`config.mk`:
```
export PLATFORM = sky130hd
export DESIGN_NAME = seq_detector_param
export DESIGN_NICKNAME = d
export VERILOG_FILES = /design/src/rtl/seq_det_pkg.sv /design/src/rtl/seq_match_cmp.sv /design/src/rtl/seq_detector_param.sv
export SDC_FILE = /design/constraint.sdc
export NUM_CORES = 1
export LEC_CHECK = 0
export ABC_AREA = 0
export CAP_MARGIN = 20
export CORE_UTILIZATION = 33
export DETAILED_ROUTE_END_ITERATION = 12
export HOLD_SLACK_MARGIN = 0.1
export PLACE_DENSITY_LB_ADDON = 0.05
export SYNTH_ARGS = -nofsm -noshare
export SYNTH_HDL_FRONTEND = slang
export SYNTH_SLANG_ARGS = --single-unit
```
`constraint.sdc`:
```
create_clock -name clk -period 5.5 [get_ports clk]
set_input_delay 1.1 -clock clk [delete_from_list [all_inputs] [get_ports clk]]
set_output_delay 1.1 -clock clk [all_outputs]
set_load 0.02 [all_outputs]
```
`src/rtl/seq_det_pkg.sv`:
```
// seq_det_pkg: shared constants and the length clamp for the serial pattern detector family
package seq_det_pkg;
   localparam int SEQ_MAX_W = 8;
   localparam int SEQ_LEN_W = $clog2(SEQ_MAX_W + 1);
   localparam logic [31:0] SEQ_DEF_PATTERN = 32'b0001_1011;
   localparam int SEQ_DEF_LEN = 5;
   function automatic int clamp_len(input int len, input int max_w);
      return (len < 2) ? 2 : ((len > max_w) ? max_w : len);
   endfunction
endpackage

```
`src/rtl/seq_match_cmp.sv`:
```
// seq_match_cmp: combinational masked compare of the low len bits of history against pattern
module seq_match_cmp #(
   parameter int MAX_W = 8,
   parameter int LEN_W = $clog2(MAX_W + 1)
) (
   input  logic [MAX_W-1:0] history_i,
   input  logic [MAX_W-1:0] pattern_i,
   input  logic [MAX_W-1:0] mask_i,
   input  logic [LEN_W-1:0] len_i,
   output logic             hit_o
);
   logic [MAX_W-1:0] len_mask;
   // only bits below len take part; masked bits are don't-care
   always_comb begin
      len_mask = '0;
      for (int i = 0; i < MAX_W; i++) len_mask[i] = LEN_W'(i) < len_i;
      hit_o = ~|((history_i ^ pattern_i) & ~mask_i & len_mask);
   end
endmodule

```
`src/rtl/seq_detector_param.sv`:
```
// seq_detector_param: programmable Moore serial pattern detector; SEQDET_MASK_EN adds a don't-care mask
module seq_detector_param
   import seq_det_pkg::*;
#(
   parameter int                MAX_W       = SEQ_MAX_W,
   parameter logic [MAX_W-1:0]  DEF_PATTERN = MAX_W'(SEQ_DEF_PATTERN),
   parameter int                DEF_LEN     = SEQ_DEF_LEN,
   parameter int                CNT_W       = 8
) (
   input  logic                         clk,
   input  logic                         rst,
   input  logic                         in_valid,
   input  logic                         in_bit,
   input  logic                         overlap,
   input  logic                         cfg_load,
   input  logic [MAX_W-1:0]             cfg_pattern,
   input  logic [$clog2(MAX_W+1)-1:0]   cfg_len,
`ifdef SEQDET_MASK_EN
   input  logic [MAX_W-1:0]             cfg_mask,
`endif
   input  logic                         cnt_clr,
   output logic                         detect,
   output logic [CNT_W-1:0]             match_cnt,
   output logic [$clog2(MAX_W+1)-1:0]   fill
);
   localparam int LEN_W = $clog2(MAX_W + 1);
   logic [MAX_W-1:0] pattern_q, pattern_d, history_q, history_d, hist_shift, mask_w;
   logic [LEN_W-1:0] len_q, len_d, fill_q, fill_d, fill_inc;
   logic [CNT_W-1:0] cnt_q, cnt_d;
   logic             detect_q, detect_d, accept, hit, cmp_hit;
`ifdef SEQDET_MASK_EN
   logic [MAX_W-1:0] mask_q;
   // mask is latched with the rest of the configuration
   always_ff @(posedge clk) begin
      if (rst) mask_q <= '0;
      else if (cfg_load) mask_q <= cfg_mask;
   end
   assign mask_w = mask_q;
`else
   assign mask_w = '0;
`endif
   assign hist_shift = {history_q[MAX_W-2:0], in_bit};
   seq_match_cmp #(.MAX_W(MAX_W), .LEN_W(LEN_W)) u_cmp (
      .history_i (hist_shift),
      .pattern_i (pattern_q),
      .mask_i    (mask_w),
      .len_i     (len_q),
      .hit_o     (cmp_hit)
   );
   // next state: shift on accepted bits, fill saturates at len, config load restarts the window
   always_comb begin
      accept    = in_valid & ~cfg_load;
      fill_inc  = (fill_q < len_q) ? fill_q + 1'b1 : fill_q;
      hit       = accept & (fill_inc >= len_q) & cmp_hit;
      history_d = accept ? hist_shift : history_q;
      fill_d    = cfg_load ? '0 : !accept ? fill_q : (hit && !overlap) ? '0 : fill_inc;
      detect_d  = hit;
      cnt_d     = cnt_clr ? CNT_W'(hit) : (hit && cnt_q != '1) ? cnt_q + 1'b1 : cnt_q;
      pattern_d = cfg_load ? cfg_pattern : pattern_q;
      len_d     = cfg_load ? LEN_W'(clamp_len(int'(cfg_len), MAX_W)) : len_q;
   end
   // state registers with synchronous reset to the default configuration
   always_ff @(posedge clk) begin
      if (rst) begin
         pattern_q <= DEF_PATTERN;
         len_q     <= LEN_W'(DEF_LEN);
         history_q <= '0;
         fill_q    <= '0;
         detect_q  <= 1'b0;
         cnt_q     <= '0;
      end else begin
         pattern_q <= pattern_d;
         len_q     <= len_d;
         history_q <= history_d;
         fill_q    <= fill_d;
         detect_q  <= detect_d;
         cnt_q     <= cnt_d;
      end
   end
   assign detect    = detect_q;
   assign match_cnt = cnt_q;
   assign fill      = fill_q;
endmodule

```
Word level (Yosys, flattened, before mapping). Index checks and enable logic that the tools add are counted.

Word-level logic and storage cells: 42. Input port bits: 19. Register bits after elaboration: 32.

Reductions and logical operators: 8. Bitwise gates (word level): 6. $add $sub $neg: 2. Mux-type cells: 6. Equal/unequal tests: 1. Order comparisons: 12.

Operators by type and width (count): < comparator 3 x 4 -> 1 bit, first input constant (4); 2-to-1 mux 4 bit (4); adder 8 x 1 -> 8 bit, second input constant (1); bitwise AND 8 bit (1); < comparator 1 x 4 -> 1 bit, first input constant (2); < comparator 2 x 4 -> 1 bit, first input constant (2); inequality test 8 bit, second input constant (1); OR reduction 8 bit (1); bitwise XOR 8 bit (1); adder 4 x 1 -> 4 bit, second input constant (1); greater-or-equal comparator 4 bit (1); > comparator 4 bit, second input constant (1); < comparator 4 x 2 -> 1 bit, second input constant (1); < comparator 4 bit (1); OR reduction 2 bit (2); bitwise AND 1 bit (3); logical AND 1 bit (2); logical NOT 1 bit (2); 2-to-1 mux 1 bit (2); nonzero test 2 bit (1); inverter 1 bit (1).

Depth between registers and ports, before layout. Gate-level depths: netlist of run 1.

Depth in word-level cells: 8. Depth in mapped cells: 14.

Hierarchy. From an unflattened synthesis of run 1, not the netlist that was laid out.

Cell total of the unflattened synthesis: 214. Area total of the unflattened synthesis: 1804.2 um^2.

By module, submodules not included: seq_detector_param (cells an instance 185, area each 1585.3 um^2, times used 1); seq_match_cmp (cells an instance 29, area each 219.0 um^2, times used 1).

Worst setup path after synthesis of run 1. No wires, ideal clock.

Path type: register to register. Start: register len_q[1]. End: register cnt_q[7], in the netlist match_cnt[7]. Data arrival time: 3.245 ns. Cell stages (with the launch flop): 12. Setup slack: 2.185 ns. Setup time: 0.070 ns. Data required time: 5.430 ns. Cells stage by stage: dfxtp_1 -> inv_1 -> ha_1 -> a2111oi_0 -> nor2_1 -> mux2_2 -> ha_1 -> a2111oi_2 -> nor4_4 -> nand3_4 -> or4_1 -> a21oi_1.

Longest elaborated chain between the ends: 6. Elaborated cells between the ends (all ways): 17.

RTL lines: start: declaration (line seq_detector_param.sv:28) `logic [LEN_W-1:0] len_q, len_d, fill_q, fill_d, fill_inc;`; start signal: assignment (line seq_detector_param.sv:66) `len_q <= LEN_W'(DEF_LEN);`; start signal: assignment (line seq_detector_param.sv:73) `len_q <= len_d;`; < comparator 4 bit, or another cell as far along (line seq_detector_param.sv:53) `fill_inc = (fill_q < len_q) ? fill_q + 1'b1 : fill_q;`; 2-to-1 mux 4 bit / bitwise AND 8 bit (equally long branches) (line seq_detector_param.sv:53, seq_match_cmp.sv:17); greater-or-equal comparator 4 bit / OR reduction 8 bit (equally long branches) (line seq_detector_param.sv:54, seq_match_cmp.sv:17); bitwise AND 1 bit / logical NOT 1 bit (equally long branches) (line seq_detector_param.sv:54, seq_match_cmp.sv:17); bitwise AND 1 bit (*) (line seq_detector_param.sv:54) `hit = accept & (fill_inc >= len_q) & cmp_hit;`; logical AND 1 bit (*) (line seq_detector_param.sv:58) `cnt_d = cnt_clr ? CNT_W'(hit) : (hit && cnt_q != '1) ? cnt_q + 1'b1 : cnt_q;`; end signal: assignment (line seq_detector_param.sv:77) `cnt_q <= cnt_d;`; end: declaration (line seq_detector_param.sv:29) `logic [CNT_W-1:0] cnt_q, cnt_d;`.

Mark *: on every way between the ends. The rest lies on a longest branch, timed or not. A chain may end at the register's enable or synchronous reset.

Worst setup path after layout of run 1. Ends and elaborated chain as after synthesis.

==> flow_summary_export.csv, run 1 <==
group,metric,value,unit
clock_tree,cts.sinks,32,
layout,regArea,640.6,um^2
timing,worstMarginPinSlew,0.9922,ns
route,wl_per_cell,12.92,um
synthesis,synthCells,195,
layout,area_growth,28.29,%
synthesis,async_flop_share,0,%
run_status,status,"complete, no violations",
worst_hold_path,worstHoldPathCells,2,
route,drt.antenna.violating_nets,0,
clock_tree,cts_buffer_depth,2,
critical_path,path_class,"register to register",
route,dr.pass1.iters,4,
layout,final_common_cell,"dfxtp_1",
timing,min_period,3.683,ns
place,io_buffers,31,
layout,utilization,45.06,%
timing,fin_skew,0.004873,ns
place,postPlaceCellArea,0.002077,mm^2
worst_hold_path,hold_start,"history_q[6]$_SDFFE_PP0P_",
clock_tree,clk_latency,0.28,ns
synthesis,netlist_area,0.001703,mm^2
critical_path,arrival,3.90,ns
timing,rsz0062_at_grt,"no",
global_route,overflow,0,
critical_path,crit_path_start_kind,"register",
clock_tree,ctsHoldBuffers,0,
critical_path,critPathMaxFanout,8,
route,drc,0,
synthesis,yosys_warnings,0,
critical_path,cp_cell_sequence,"inv_1 > ha_1 > a2111oi_0 > nor2_1 > nor2_1 > xor2_1 > ha_1 > o21a_1 > o22ai_1 > nor4_4 > nand3_4 > or4_1 > a21oi_1",
floorplanning,ioPinCount,32,
critical_path,critPathMaxStageDelay,0.54,ns
power,max-vdd-ir-drop,0.1295,mV
critical_path,reg2reg_to,"match_cnt[7]$_SDFFE_PP0P_",
clock_tree,cts_buffers,5,
place,dp_hpwl,2873,um
floorplanning,die_h,73.84,um
floorplanning,core,0.004848,mm^2
synthesis,synth.distinct_cells,40,
clock_tree,clk_pin_slew_worst_paths,0.07,ns
timing,finalCritPeriodShare,66.97,%
synthesis,synth_seq_cells,32,
timing,slew_headroom,33.65,%
synthesis,synthFlopType,"dfxtp_1",
floorplanning,die_x,73.84,um
clock_tree,root_buffer,"clkbuf_8",
layout,mostFrequentLayoutCells,"32 x dfxtp_1, 31 x clkdlybuf4s50_1, 23 x nand2_1",
clock_tree,cts_tree,"built",
synthesis,synth_sequential_area_ratio,37.62,%
route,vias,1483,
clock_tree,htree_levels,2,
synthesis,syn_area_per_cell,8.733,um^2
layout,nNetsFinal,255,
critical_path,crit_path_end_kind,"register",
global_route,grt_pass1_wl,6430,um
floorplanning,start_util,35.12,%
route,avgViaCountPerCell,5.027,
global_route,grt_pass1_vias,1392,
power,powerDensity,241.5,mW/mm^2
floorplanning,die_area,0.005452,mm^2
layout,n_antenna_cell,0,
timing,hold_viol_final,0,
route,drt_iter0_markers,44,
critical_path,reg2reg_from,"len_q[1]$_SDFFE_PP0P_",
layout,stdcell_area,0.002185,mm^2
power,p_leak,0.8005,nW
layout,fillers,481,
synthesis,yosys.area.top_type_share,37.62,%
clock_tree,postCtsSetupBuffers,0,
critical_path,worstRegToRegCells,13,
global_route,antenna_found_initial,0,
floorplanning,fp-row-count,25,
place,gp_congestion,0.7770,
timing,setup_viol,0,
layout,multi_input_area,0.001005,mm^2
critical_path,cp_slowest_cell,"or4_1",
timing,finalSetupTns,0,ns
global_route,grt_start_max_net_pins,27,
timing,slew_violations,0,
route,wl,3810,um
worst_hold_path,worstHoldPathType,"register to register",
synthesis,synthTopCellsByArea,"dfxtp_1 38%, ha_1 6.6%, a21oi_1 5.3%",
critical_path,required,5.71,ns
synthesis,yosysTopAreaCell,"dfxtp_1",
layout,drive_above_1_share,7.456,%
global_route,grt_use_total,15.92,%
timing,fmax,271.5,MHz
critical_path,regToRegSetupSlack,1.82,ns
run,max-cap-violations,0,
synthesis,syn_nets,223,
worst_hold_path,worstHoldEndpoint,"history_q[6]$_SDFFE_PP0P_",
clock_tree,cts_resized,0,
synthesis,synth_edf_count,0,
metal layers:
layer	vias to the layer above	GRT usage [%]	wire length [um]
met5	-	0	0
met4	0	5.128	27
met3	2	5.350	110
met2	23	25.18	1792
met1	690	20.30	1879
li1	768	-	-
worst max-delay path by stage:
stage	startpoint	end	slack, ns	depth (start not counted)
floorplan	len_q[1]$_SDFFE_PP0P_	match_cnt[7]$_SDFFE_PP0P_	2.19	11
global placement	cfg_load	match_cnt[7]$_SDFFE_PP0P_	1.76	8
detailed placement	cfg_load	match_cnt[7]$_SDFFE_PP0P_	1.71	8
CTS	len_q[1]$_SDFFE_PP0P_	match_cnt[7]$_SDFFE_PP0P_	1.82	12
global route	len_q[1]$_SDFFE_PP0P_	match_cnt[7]$_SDFFE_PP0P_	1.39	13
finish	len_q[1]$_SDFFE_PP0P_	match_cnt[7]$_SDFFE_PP0P_	1.82	13
state kept, by name, indices dropped and copies added, names as in the netlist:
signal	count
fill	4
match_cnt	8
pattern_q	8
detect	1
len_q	4
history_q	7
through the flow:
| step | cells | hold slack [ns] | power [mW] | setup WS (ns) |
|---|---|---|---|---|
| floorplan | 195 | 0.4488 | 0.2907 | 2.185 |
| global placement | 287 | 0.4600 | 0.3138 | 1.761 |
| detailed placement | 287 | 0.4626 | 0.3154 | 1.712 |
| CTS | 295 | 0.4719 | 0.5358 | 1.821 |
| global route | 295 | 0.5024 | 0.5571 | 1.393 |
| finish | 295 | 0.4693 | 0.5276 | 1.817 |
where the power goes:
part,switching (mW),internal (mW)
registers,0.00890,0.238
logic,0.0309,0.0317
clock network,0.0834,0.134
cell usage after synthesis, types with 2 or more instances:
cell type  count
or3_1          2
xor2_1         3
nand2b_1       2
nor2b_1        6
or2_2          2
a21oi_1       18
a211oi_1       2
o31ai_1        2
xnor2_1        9
nor4_4         2
mux2i_1        6
nor2_1        14
a211o_1        4
nor3_1         6
nand3_1        8
ha_1           9
a32o_1         2
o22ai_1        2
clkbuf_1       6
o21ai_1        2
or4_1          2
a31oi_1        4
dfxtp_1       32
and3_1         3
inv_1          8
nand2_1       23
o21ai_0        3
final cells by class:
class,instances,area share [%]
clock buffers,6,3.322
flip-flops and latches,32,29.32
well taps,67,3.837
multi-input cells,148,45.99
repair buffers,32,14.55
inverters,8,1.375
clock inverters,2,1.604
worst max-delay path, delay by kind of cell, from the launching register on:
kind | cells | cell delay (ns)
AND/OR/NAND/NOR | 5 | 1.48
AO/OA/AOI/OAI | 4 | 0.81
adder cells (fa/ha/maj) | 2 | 0.57
flip-flops | 1 | 0.52
buffers and inverters | 1 | 0.12
XOR/XNOR | 1 | 0.11
logic make-up after synthesis:
logic type                 after synthesis  share of synthesized area, %
and+or+nand+nor                         74                         23.44
adders and majority gates                9                         6.613
buffers and inverters                   15                         3.380
DFF                                     32                         37.62
xor gates and xnor gates                12                         6.172
AOI/OAI and AO/OA                       46                         18.59
muxes                                    7                         4.188
Power figures use the tool's default switching activity.
==> run 2, diff against run 1 <==
clock period = 3.2 ns   (was 5.5 ns; I/O delays follow)
==> run 2 against run 1 <==
Against the previous run:
- combinational power rose by 130%
- final cell count rose by 6.4%
- clock skew rose by 0.0013 ns
- setup slack got worse by 1.7 ns
- sequential share of layout area fell by 3.0 points
- worst hold slack improved by 0.0056 ns
- sequential power rose by 69%
- clock power rose by 51%
- final area rose by 12%
- critical path type unchanged
- largest power group unchanged
==> flow_summary_export.csv, run 2 (synthesized netlist as in run 1, its figures left out) <==
group,metric,value,unit
floorplanning,die_x,73.84,um
clock_tree,cts.sinks,32,
critical_path,regToRegSetupSlack,0.10,ns
critical_path,required,3.42,ns
route,drt.antenna.violating_nets,0,
global_route,grt_start_max_net_pins,21,
layout,stdcell_area,0.002451,mm^2
global_route,antenna_found_initial,0,
timing,hold_viol_final,0,
route,drt_iter0_markers,81,
route,wl_per_cell,13.99,um
floorplanning,start_util,35.12,%
timing,fmax,323.0,MHz
route,avgViaCountPerCell,5.108,
clock_tree,cts_buffer_depth,2,
layout,n_antenna_cell,0,
place,io_buffers,31,
clock_tree,htree_levels,2,
critical_path,path_class,"register to register",
layout,area_growth,43.94,%
clock_tree,clk_latency,0.29,ns
layout,final_common_cell,"clkdlybuf4s50_1",
timing,fin_skew,0.006140,ns
route,wl_met2,2142,um
critical_path,crit_path_end_kind,"register",
route,dr_wl_met3,173,um
floorplanning,die_h,73.84,um
place,postPlaceCellArea,0.002181,mm^2
power,p_total,891.3,uW
critical_path,critPathMaxStageDelay,0.38,ns
critical_path,reg2reg_from,"fill[2]$_SDFFE_PP0P_",
critical_path,startpoint,"fill[2]$_SDFFE_PP0P_",
route,wl_met1,1971,um
route,wl,4394,um
timing,setup_viol,0,
place,gp_congestion,0.8907,
global_route,overflow,0,
layout,mostFrequentLayoutCells,"31 x clkdlybuf4s50_1, 28 x dfxtp_1, 23 x nand2_1",
power,p_leak,0.9029,nW
floorplanning,ioPinCount,32,
timing,min_period,3.096,ns
global_route,grt_use_total,16.79,%
route,top_layer,"met4",
critical_path,cp_top_family,"simple AND/OR/NAND/NOR gates",
clock_tree,clk_pin_slew_worst_paths,0.07,ns
floorplanning,core,0.004848,mm^2
critical_path,cp_cell_sequence,"ha_1 > or2_4 > a21oi_4 > o21ai_2 > xnor2_2 > ha_2 > o21a_1 > o22ai_2 > nor4_4 > buf_4 > nand4_1 > or3_1 > a21oi_1",
run_status,status,"complete, no violations",
timing,slew_headroom,61.05,%
route,drc,0,
critical_path,reg2reg_to,"match_cnt[4]$_SDFFE_PP0P_",
critical_path,arrival,3.32,ns
run,max-cap-violations,0,
power,powerDensity,363.7,mW/mm^2
clock_tree,root_buffer,"clkbuf_8",
timing,worstMarginPinSlew,0.5843,ns
power,max-vdd-ir-drop,0.2217,mV
layout,drive_above_1_share,22.67,%
critical_path,cp_slowest_cell,"or3_1",
clock_tree,cts_buffers,5,
global_route,grt_pass1_vias,1522,
critical_path,cp.depth,13,
critical_path,crit_path_start_kind,"register",
place,dp_hpwl,3108,um
route,vias,1604,
timing,hold_slack,0.4749,ns
clock_tree,cts_tree,"built",
floorplanning,fp-row-count,25,
layout,nNetsFinal,274,
timing,finalCritPeriodShare,96.74,%
critical_path,worstSetupEndpoint,"match_cnt[4]$_SDFFE_PP0P_",
floorplanning,die_area,0.005452,mm^2
critical_path,critPathMaxFanout,5,
global_route,grt_pass1_wl,6886,um
timing,finalSetupTns,0,ns
critical_path,worstRegToRegCells,13,
timing,slew_violations,0,
timing,rsz0062_at_grt,"yes",
worst_hold_path,worstHoldPathType,"register to register",
route,dr.pass1.iters,5,
critical_path,timing.critical_path.buf_inv,1,
-- run 2: changes by cell type in the layout (fill, tap and decap cells not counted), sizes merged --
cell	delta
buf	+19
clkinvlp	+2
bufinv	-1
clkinv	-1
-- run 2: area by class of cell --
type,count,area [um^2]
inverter,8,30.03
sequential,32,645.6
fill,489,2397
timing repair buffer,51,464.2
tap,67,83.83
clock inverter,2,15.01
clock buffer,6,82.58
multi-input combinational,148,1130
-- run 2: how the worst min path moves through the flow --
stage | start | endpoint | slack [ns] | cells after the start
3_5_place_dp | history_q[6]$_SDFFE_PP0P_ | history_q[6]$_SDFFE_PP0P_ | 0.46 | 2
5_1_grt | history_q[1]$_SDFFE_PP0P_ | history_q[2]$_SDFFE_PP0P_ | 0.51 | 2
2_1_floorplan | history_q[6]$_SDFFE_PP0P_ | history_q[6]$_SDFFE_PP0P_ | 0.45 | 2
6_report | history_q[6]$_SDFFE_PP0P_ | history_q[6]$_SDFFE_PP0P_ | 0.47 | 2
3_3_place_gp | history_q[6]$_SDFFE_PP0P_ | history_q[6]$_SDFFE_PP0P_ | 0.47 | 2
4_1_cts | history_q[6]$_SDFFE_PP0P_ | history_q[6]$_SDFFE_PP0P_ | 0.47 | 2
-- run 2: metal layers --
metal  GRT usage (%)  vias up
met3           4.115       12
met5               0        -
li1                -      801
met1           20.65      739
met4           7.692        0
met2           27.52       52
-- run 2: stage by stage --
step	utilization [%]	setup WS (ns)	std cells
3_5_place_dp	44.98	-0.1155	300
4_1_cts	47.10	0.01402	308
3_3_place_gp	44.98	0.09280	300
5_1_grt	50.55	-0.05849	314
6_report	50.55	0.1043	314
2_1_floorplan	-	0.02077	195
-- run 2: tightest hold or removal path, stage by stage (launching register included) --
cell and delay [ns]:
dfxtp_1 0.32, nand2_1 0.06, a21oi_1 0.05
-- run 2: timing repair --
action,CTS,global route
endpoints found under the setup margin,6,8
setup buffers,0,6
resized for setup,1,23
hold buffers,0,0
pin swaps,1,16
-- run 2: report_power, final --
group          switching (mW)  total [mW]  internal [mW]  leakage [nW]
Sequential            0.00715       0.417          0.410         0.262
Clock                   0.157       0.330          0.174        0.0434
Combinational          0.0716       0.144         0.0722         0.597
